==> src/rtl/uart_tx_drain_ctrl_if.sv <==
// ---------------------------------------------------------------------------
// uart_tx_drain_ctrl_if
// Bundles the FIFO-side and transmitter-side signals of the drain sequencer.
//
// Signal names keep the drain controller's point of view (_i = into the
// controller, _o = out of it).
//   fifo_empty_i  FIFO empty flag
//   fifo_rd_o     FIFO read strobe, one-cycle pulse
//   fifo_data_i   FIFO registered read data (valid the cycle after fifo_rd_o)
//   tx_data_o     word presented to the transmitter
//   tx_start_o    frame start request
//   tx_busy_i     transmitter busy while a frame is shifting
//
// Handshakes:
//   FIFO: fifo_rd_o is a one-cycle strobe, only issued when fifo_empty_i is
//   low. The popped word appears on fifo_data_i exactly one cycle later.
//   Transmitter: tx_start_o acts as "valid" and is held, together with a
//   stable tx_data_o, until tx_busy_i is sampled high ("accepted"). The
//   frame is finished when tx_busy_i falls again.
//
// Modports: master = drain controller, slave = FIFO + transmitter side.
// ---------------------------------------------------------------------------
interface uart_tx_drain_ctrl_if #(
  parameter int WORD = 8
);
  logic            fifo_empty_i;
  logic            fifo_rd_o;
  logic [WORD-1:0] fifo_data_i;
  logic [WORD-1:0] tx_data_o;
  logic            tx_start_o;
  logic            tx_busy_i;

  modport master (
    input  fifo_empty_i, fifo_data_i, tx_busy_i,
    output fifo_rd_o, tx_data_o, tx_start_o
  );

  modport slave (
    output fifo_empty_i, fifo_data_i, tx_busy_i,
    input  fifo_rd_o, tx_data_o, tx_start_o
  );
endinterface

==> src/rtl/uart_tx_drain_ctrl.sv <==
// ---------------------------------------------------------------------------
// uart_tx_drain_ctrl
// Sequencer between the UART TX FIFO and the UART transmitter. Pops one word
// at a time (accounting for the FIFO's one-cycle registered read latency),
// hands it to the transmitter with a start request, waits for the frame to
// finish and then inserts GAP_CYCLES idle cycles before the next pop.
//
// Parameters:
//   WORD        data word width (matches the FIFO)
//   GAP_CYCLES  idle cycles inserted after each frame (0 = back-to-back)
//   CNT_W       width of the sent-frame counter
//
// Ports:
//   clk_i        system clock
//   rst_i        asynchronous, active-high reset
//   en_i         drain enable, only looked at in IDLE
//   cts_n_i      active-low clear-to-send (only with UART_TX_CTS_EN defined)
//   bus          FIFO/transmitter signals (uart_tx_drain_ctrl_if.master)
//   busy_o       high in every state except IDLE
//   frame_cnt_o  frames handed to the transmitter since reset (wraps)
//   dbg_state_o  current FSM state, for debug and checkers
//
// Optional feature macro: UART_TX_CTS_EN
//   Defined   -> cts_n_i port plus 2-flop synchronizer; no pop while the
//                synchronized CTS is deasserted.
//   Undefined -> no port, CTS treated as always asserted.
//
// All outputs are registered; output flops are loaded from the next-state
// value so that e.g. fifo_rd_o is high exactly during the POP state.
// ---------------------------------------------------------------------------
module uart_tx_drain_ctrl #(
  parameter int WORD       = 8,
  parameter int GAP_CYCLES = 0,
  parameter int CNT_W      = 16
) (
  input  logic                  clk_i,
  input  logic                  rst_i,
  input  logic                  en_i,
`ifdef UART_TX_CTS_EN
  input  logic                  cts_n_i,
`endif
  uart_tx_drain_ctrl_if.master  bus,
  output logic                  busy_o,
  output logic [CNT_W-1:0]      frame_cnt_o,
  output logic [2:0]            dbg_state_o
);

  localparam logic [2:0] ST_IDLE  = 3'd0;
  localparam logic [2:0] ST_POP   = 3'd1;
  localparam logic [2:0] ST_LOAD  = 3'd2;
  localparam logic [2:0] ST_START = 3'd3;
  localparam logic [2:0] ST_WAIT  = 3'd4;
  localparam logic [2:0] ST_GAP   = 3'd5;

  localparam int GAP_W = (GAP_CYCLES > 0) ? $clog2(GAP_CYCLES + 1) : 1;

  logic [2:0]       state;
  logic [2:0]       state_nxt;
  logic [GAP_W-1:0] gap_cnt;
  logic             cts_ok;

  // ---------------------------------------------------------------------
  // Clear-to-send qualification
  // ---------------------------------------------------------------------
`ifdef UART_TX_CTS_EN
  // Reset to "not clear" so nothing is popped until the remote end has
  // been seen asserting CTS through both synchronizer stages.
  logic [1:0] cts_sync;

  always_ff @(posedge clk_i or posedge rst_i) begin
    if (rst_i) begin
      cts_sync <= 2'b11;
    end else begin
      cts_sync <= {cts_sync[0], cts_n_i};
    end
  end

  assign cts_ok = ~cts_sync[1];
`else
  assign cts_ok = 1'b1;
`endif

  // ---------------------------------------------------------------------
  // Next-state logic
  // ---------------------------------------------------------------------
  always_comb begin
    state_nxt = state;
    case (state)
      ST_IDLE: begin
        if (en_i && !bus.fifo_empty_i && !bus.tx_busy_i && cts_ok) begin
          state_nxt = ST_POP;
        end
      end
      ST_POP:  state_nxt = ST_LOAD;
      // The FIFO data registered from the POP strobe is valid here.
      ST_LOAD: state_nxt = ST_START;
      ST_START: begin
        if (bus.tx_busy_i) begin
          state_nxt = ST_WAIT;
        end
      end
      ST_WAIT: begin
        if (!bus.tx_busy_i) begin
          state_nxt = (GAP_CYCLES == 0) ? ST_IDLE : ST_GAP;
        end
      end
      ST_GAP: begin
        // Counter holds the remaining gap cycles including this one.
        if (gap_cnt <= GAP_W'(1)) begin
          state_nxt = ST_IDLE;
        end
      end
      default: state_nxt = ST_IDLE;
    endcase
  end

  // ---------------------------------------------------------------------
  // State and registered outputs
  // ---------------------------------------------------------------------
  always_ff @(posedge clk_i or posedge rst_i) begin
    if (rst_i) begin
      state          <= ST_IDLE;
      busy_o         <= 1'b0;
      bus.fifo_rd_o  <= 1'b0;
      bus.tx_start_o <= 1'b0;
      bus.tx_data_o  <= '0;
      frame_cnt_o    <= '0;
      gap_cnt        <= '0;
    end else begin
      state          <= state_nxt;
      busy_o         <= (state_nxt != ST_IDLE);
      bus.fifo_rd_o  <= (state_nxt == ST_POP);
      bus.tx_start_o <= (state_nxt == ST_START);

      if (state == ST_LOAD) begin
        bus.tx_data_o <= bus.fifo_data_i;
      end

      // Count the frame at the handoff edge (start seen as accepted).
      if (state == ST_START && bus.tx_busy_i) begin
        frame_cnt_o <= frame_cnt_o + CNT_W'(1);
      end

      if (state == ST_WAIT && !bus.tx_busy_i) begin
        gap_cnt <= GAP_W'(GAP_CYCLES);
      end else if (state == ST_GAP && gap_cnt != '0) begin
        gap_cnt <= gap_cnt - GAP_W'(1);
      end
    end
  end

  assign dbg_state_o = state;

endmodule

==> src/flat_wrapper.sv <==
// flat-port wrapper written by rule: the top's interface ports become plain ports
module uart_tx_drain_ctrl_flat 
#(
  parameter int WORD       = 8,
  parameter int GAP_CYCLES = 0,
  parameter int CNT_W      = 16
)
  (clk_i, rst_i, en_i, busy_o, frame_cnt_o, dbg_state_o, bus_fifo_empty_i, bus_fifo_data_i, bus_tx_busy_i, bus_fifo_rd_o, bus_tx_data_o, bus_tx_start_o);
  uart_tx_drain_ctrl_if #(.WORD(WORD)) bus_i ();
  input  logic clk_i;
  input  logic rst_i;
  input  logic en_i;
  output logic busy_o;
  output logic [CNT_W-1:0] frame_cnt_o;
  output logic [2:0] dbg_state_o;
  input wire logic [$bits(bus_i.fifo_empty_i)-1:0] bus_fifo_empty_i;
  input wire logic [$bits(bus_i.fifo_data_i)-1:0] bus_fifo_data_i;
  input wire logic [$bits(bus_i.tx_busy_i)-1:0] bus_tx_busy_i;
  output wire logic [$bits(bus_i.fifo_rd_o)-1:0] bus_fifo_rd_o;
  output wire logic [$bits(bus_i.tx_data_o)-1:0] bus_tx_data_o;
  output wire logic [$bits(bus_i.tx_start_o)-1:0] bus_tx_start_o;
  assign bus_i.fifo_empty_i = bus_fifo_empty_i;
  assign bus_i.fifo_data_i = bus_fifo_data_i;
  assign bus_i.tx_busy_i = bus_tx_busy_i;
  assign bus_fifo_rd_o = bus_i.fifo_rd_o;
  assign bus_tx_data_o = bus_i.tx_data_o;
  assign bus_tx_start_o = bus_i.tx_start_o;
  uart_tx_drain_ctrl #(.WORD(WORD), .GAP_CYCLES(GAP_CYCLES), .CNT_W(CNT_W)) u_core (.clk_i(clk_i), .rst_i(rst_i), .en_i(en_i), .bus(bus_i), .busy_o(busy_o), .frame_cnt_o(frame_cnt_o), .dbg_state_o(dbg_state_o));
endmodule
==> config.mk <==
export PLATFORM = sky130hd
export DESIGN_NAME = uart_tx_drain_ctrl_flat
export DESIGN_NICKNAME = d
export VERILOG_FILES = /design/src/rtl/uart_tx_drain_ctrl_if.sv /design/src/rtl/uart_tx_drain_ctrl.sv /design/src/flat_wrapper.sv
export SDC_FILE = /design/constraint.sdc
export NUM_CORES = 1
export LEC_CHECK = 0
export BUFFER_PORTS_ARGS = -buffer_cell sky130_fd_sc_hd__buf_4
export CORE_UTILIZATION = 45
export DETAILED_ROUTE_END_ITERATION = 6
export PLACE_DENSITY = 0.71
export SLEW_MARGIN = 20
export SYNTH_ARGS = -nofsm -noshare
export SYNTH_HDL_FRONTEND = slang
export SYNTH_SLANG_ARGS = --single-unit
==> constraint.sdc <==
create_clock -name clk_i -period 1.9 [get_ports clk_i]
set_input_delay 0.285 -clock clk_i [delete_from_list [all_inputs] [get_ports clk_i]]
set_output_delay 0.285 -clock clk_i [all_outputs]
set_load 0.1 [all_outputs]
==> impl_results.html <==
<table>
<tr><th>Metric</th><th>Value</th></tr>
<tr><th colspan="2">Logic synthesis</th></tr>
<tr><td>Synth Area per Inst</td><td>roughly 12 um2</td></tr>
<tr><td>Fraction of the yosys area taken by sequential cells</td><td>between 50% and 60%</td></tr>
<tr><td>Register bit total from synthesis</td><td>30</td></tr>
<tr><td>Top post-synthesis cells by area</td><td>dfrtp_1 (58%), xnor2_1 (8.1%), mux2_2 (7.8%)</td></tr>
<tr><td>Total nets after synthesis</td><td>roughly 120</td></tr>
<tr><td>Post-synth top area cell</td><td>dfrtp_1</td></tr>
<tr><td>Post-Synthesis Cells</td><td>about 100</td></tr>
<tr><td>Post-synthesis cell type count</td><td>25</td></tr>
<tr><td>Yosys warning total</td><td>0</td></tr>
<tr><td>Synthesized cell area</td><td>between 1000 and 1500 um2</td></tr>
<tr><td>Top-area cell type share of the netlist area</td><td>58.0%</td></tr>
<tr><th colspan="2">Placed design</th></tr>
<tr><td>Routability Congestion</td><td>0.743</td></tr>
<tr><td>Placed cell count</td><td>around 180</td></tr>
<tr><td>DPL Wire Length</td><td>about 1.7 mm</td></tr>
<tr><td>Port Buffers</td><td>42</td></tr>
<tr><th colspan="2">STA</th></tr>
<tr><td>Max Transition Viols Final</td><td>0</td></tr>
<tr><td>Slew of the pin with the lowest slew margin</td><td>approximately 390 ps</td></tr>
<tr><td>Slew Limit Headroom</td><td>73.9%</td></tr>
<tr><td>Clock period minus final worst setup slack</td><td>around 1500 ps</td></tr>
<tr><td>Skew final</td><td>~6.5 ps</td></tr>
<tr><td>Setup Total Neg Slack</td><td>0 ps</td></tr>
<tr><td>Endpoints failing setup</td><td>0</td></tr>
<tr><td>Crit share post-route</td><td>around four fifths</td></tr>
<tr><td>Final Hold Slack</td><td>28.4 ps</td></tr>
<tr><td>Unrepaired setup endpoints after global routing</td><td>no</td></tr>
<tr><td>Peak clock frequency supported by timing</td><td>0.658 GHz</td></tr>
<tr><td>Number of hold violations in the final report</td><td>0</td></tr>
<tr><th colspan="2">Critical path</th></tr>
<tr><td>Largest stage delay, worst path</td><td>470 ps</td></tr>
<tr><td>Type of the worst setup path</td><td>register to register</td></tr>
<tr><td>Maximum fanout along the worst path</td><td>10</td></tr>
<tr><td>Worst Path Required</td><td>2110 ps</td></tr>
<tr><td>Kind of start point of the critical path</td><td>register</td></tr>
<tr><td>Worst path slowest cell</td><td>dfrtp_2</td></tr>
<tr><td>Crit path cell chain</td><td>nand2b_1 -&gt; nor2_2 -&gt; mux2_2</td></tr>
<tr><td>Setup crit end kind</td><td>register</td></tr>
<tr><td>Worst Path Arrival</td><td>1730 ps</td></tr>
<tr><th colspan="2">Global routing</th></tr>
<tr><td>All-Layer GR Usage</td><td>17.0%</td></tr>
<tr><td>Maximum number of pins on one net before global-route repair</td><td>31</td></tr>
<tr><td>Global-route wire length before repair</td><td>between 4 and 5 mm</td></tr>
<tr><td>Number of global-route vias before repair</td><td>about 920</td></tr>
<tr><td>Remaining Overflow, GRT</td><td>0</td></tr>
<tr><td>Antenna violations before repair</td><td>0</td></tr>
<tr><th colspan="2">Floorplanning</th></tr>
<tr><td>DIE AREA</td><td>3100 um2</td></tr>
<tr><td>FP Rows</td><td>19</td></tr>
<tr><td>Die width</td><td>55.6 um</td></tr>
<tr><td>Height of the die</td><td>approximately 56 um</td></tr>
<tr><td>Initial core utilization</td><td>47.4%</td></tr>
<tr><td>Io pins</td><td>43</td></tr>
<tr><td>Core Region</td><td>approximately 2700 um2</td></tr>
<tr><th colspan="2">Finish</th></tr>
<tr><td>Layout area overhead</td><td>34.0%</td></tr>
<tr><td>Count of filler cells inserted in the layout</td><td>~210</td></tr>
<tr><td>Core utilization of the finished layout</td><td>~63%</td></tr>
<tr><td>Most frequent cells in the layout</td><td>buf_4 (43), dfrtp_1 (19), xnor2_1 (12)</td></tr>
<tr><td>Count of antenna diodes in the layout</td><td>0</td></tr>
<tr><td>Share of post-route cells with drive strength above 1</td><td>50.0%</td></tr>
<tr><td>Final-stage net count</td><td>165</td></tr>
<tr><td>Leading cell type in the layout, fill and taps excluded</td><td>buf_4</td></tr>
<tr><td>Final Non-Filler Cells</td><td>roughly 180</td></tr>
<tr><th colspan="2">Route</th></tr>
<tr><td>Number of nets still failing antenna checks after routing</td><td>0</td></tr>
<tr><td>Routed Wire Length</td><td>roughly 2.3 mm</td></tr>
<tr><td>Drt first pass iters</td><td>4</td></tr>
<tr><td>Count of vias placed by the detailed router</td><td>962</td></tr>
<tr><td>Post-detailed-route DRC marker count</td><td>0</td></tr>
<tr><td>Via-to-Cell Ratio</td><td>approximately 5.3</td></tr>
<tr><td>WL per Instance</td><td>between 10 and 15 um</td></tr>
<tr><td>Violation count after the first detailed-route iteration</td><td>21</td></tr>
<tr><th colspan="2">Flow run</th></tr>
<tr><td>Maximum capacitance violations</td><td>0</td></tr>
<tr><th colspan="2">Clock network</th></tr>
<tr><td>Post-CTS repair timing setup buffer count</td><td>0</td></tr>
<tr><td>Number of gates resized after cts</td><td>0</td></tr>
<tr><td>Number of buffers created by CTS</td><td>5</td></tr>
<tr><td>Source-to-sink clock delay at the later pin of the worst-skew pair</td><td>~320 ps</td></tr>
<tr><td>CTS max path bufs</td><td>2</td></tr>
<tr><td>CTS tree</td><td>built</td></tr>
<tr><td>Deepest level of the CTS H-tree</td><td>2</td></tr>
<tr><td>Clock-pin slew reported for the worst setup and hold paths after clock tree synthesis</td><td>90 ps</td></tr>
<tr><td>Number of clock sinks</td><td>30</td></tr>
<tr><td>Buffer type at the clock tree root</td><td>clkbuf_4</td></tr>
<tr><td>CTS Hold Bufs</td><td>0</td></tr>
<tr><th colspan="2">Worst hold path</th></tr>
<tr><td>Kind of path behind the tightest hold check</td><td>primary input to asynchronous set/reset pin</td></tr>
<tr><th colspan="2">Status</th></tr>
<tr><td>Run status</td><td>finished clean</td></tr>
</table>
cells by family (layout without fill, tap and decap cells):
group,after synthesis,count (layout),synth area share [%]
and+or+nand+nor,38,38,18.7
DFF,30,30,58.0
xor gates and xnor gates,15,15,10.1
muxes,9,9,7.83
AOI/OAI and AO/OA,6,6,2.71
buffers and inverters,5,53,1.64
adders and majority gates,1,1,0.966
routing by layer:
layer	vias up	GRT usage [%]	routed length (um)
met5	-	0	0
met4	0	7.50	40
met3	5	5.35	135
met2	29	29.1	1220
met1	476	19.6	953
li1	452	-	-
Yosys cell counts:
master	instances
nand4b_4	1
nor2_1	5
buf_2	2
nand2b_1	3
inv_1	2
nor2_2	1
dfrtp_1	30
a21oi_1	3
o21ai_0	1
xor2_1	3
and3_1	1
nor3_1	2
nor4b_1	1
a21boi_0	1
nand2_1	8
nor3_4	2
nand3_1	6
clkbuf_1	1
o21bai_1	1
nor4_2	1
xnor2_1	12
ha_1	1
nand4_1	6
nand3b_1	1
mux2_2	9
final cells by class:
class / instances / area (um2) / area share (%)
Sequential cell: 30 / 764 / 44.1
Multi-Input combinational cell: 69 / 523 / 30.1
Timing Repair Buffer: 43 / 323 / 18.6
Clock buffer: 8 / 78.8 / 4.54
Tap cell: 31 / 38.8 / 2.24
Inverter: 2 / 7.51 / 0.433
path summary, 6_finish.rpt:
path                            cells past startpoint              startpoint                       to  slack (ps)
worst max-delay path                                3   u_core.dbg_state_o[2]  u_core.bus.tx_data_o[1]         380
worst min-delay path                                3                   rst_i  u_core.bus.tx_data_o[5]          30
worst max register to register                      3   u_core.dbg_state_o[2]  u_core.bus.tx_data_o[1]         380
worst min register to register                      1  u_core.frame_cnt_o[15]   u_core.frame_cnt_o[15]         480
max in group asynchronous                           3                   rst_i    u_core.frame_cnt_o[3]        1570
min in group clk_i                                  2      bus_fifo_data_i[5]  u_core.bus.tx_data_o[5]         190
worst max-delay path, delay by kind of cell, from the launching register on:
| family | cells | cell delay, ps |
|---|---|---|
| flip-flops | 1 | 470 |
| multiplexers | 1 | 380 |
| AND/OR/NAND/NOR | 2 | 550 |
sequential cells by signal, indices dropped and copies added, names as in the netlist:
register	cells
u_core.bus.tx_start_o	1
u_core.bus.tx_data_o	8
u_core.dbg_state_o	3
u_core.busy_o	1
u_core.bus.fifo_rd_o	1
u_core.frame_cnt_o	16
stage by stage:
stage | area, um2 | worst slack, ps
4_1_cts | 1740 | 358
2_1_floorplan | 1310 | 16.8
6_report | 1740 | 380
3_3_place_gp | 1660 | 435
5_1_grt | 1740 | 289
3_5_place_dp | 1660 | 396
Power is left out: the tool's default activity adds up to more than one toggle a clock period on the data nets, which glitch-free logic cannot reach.
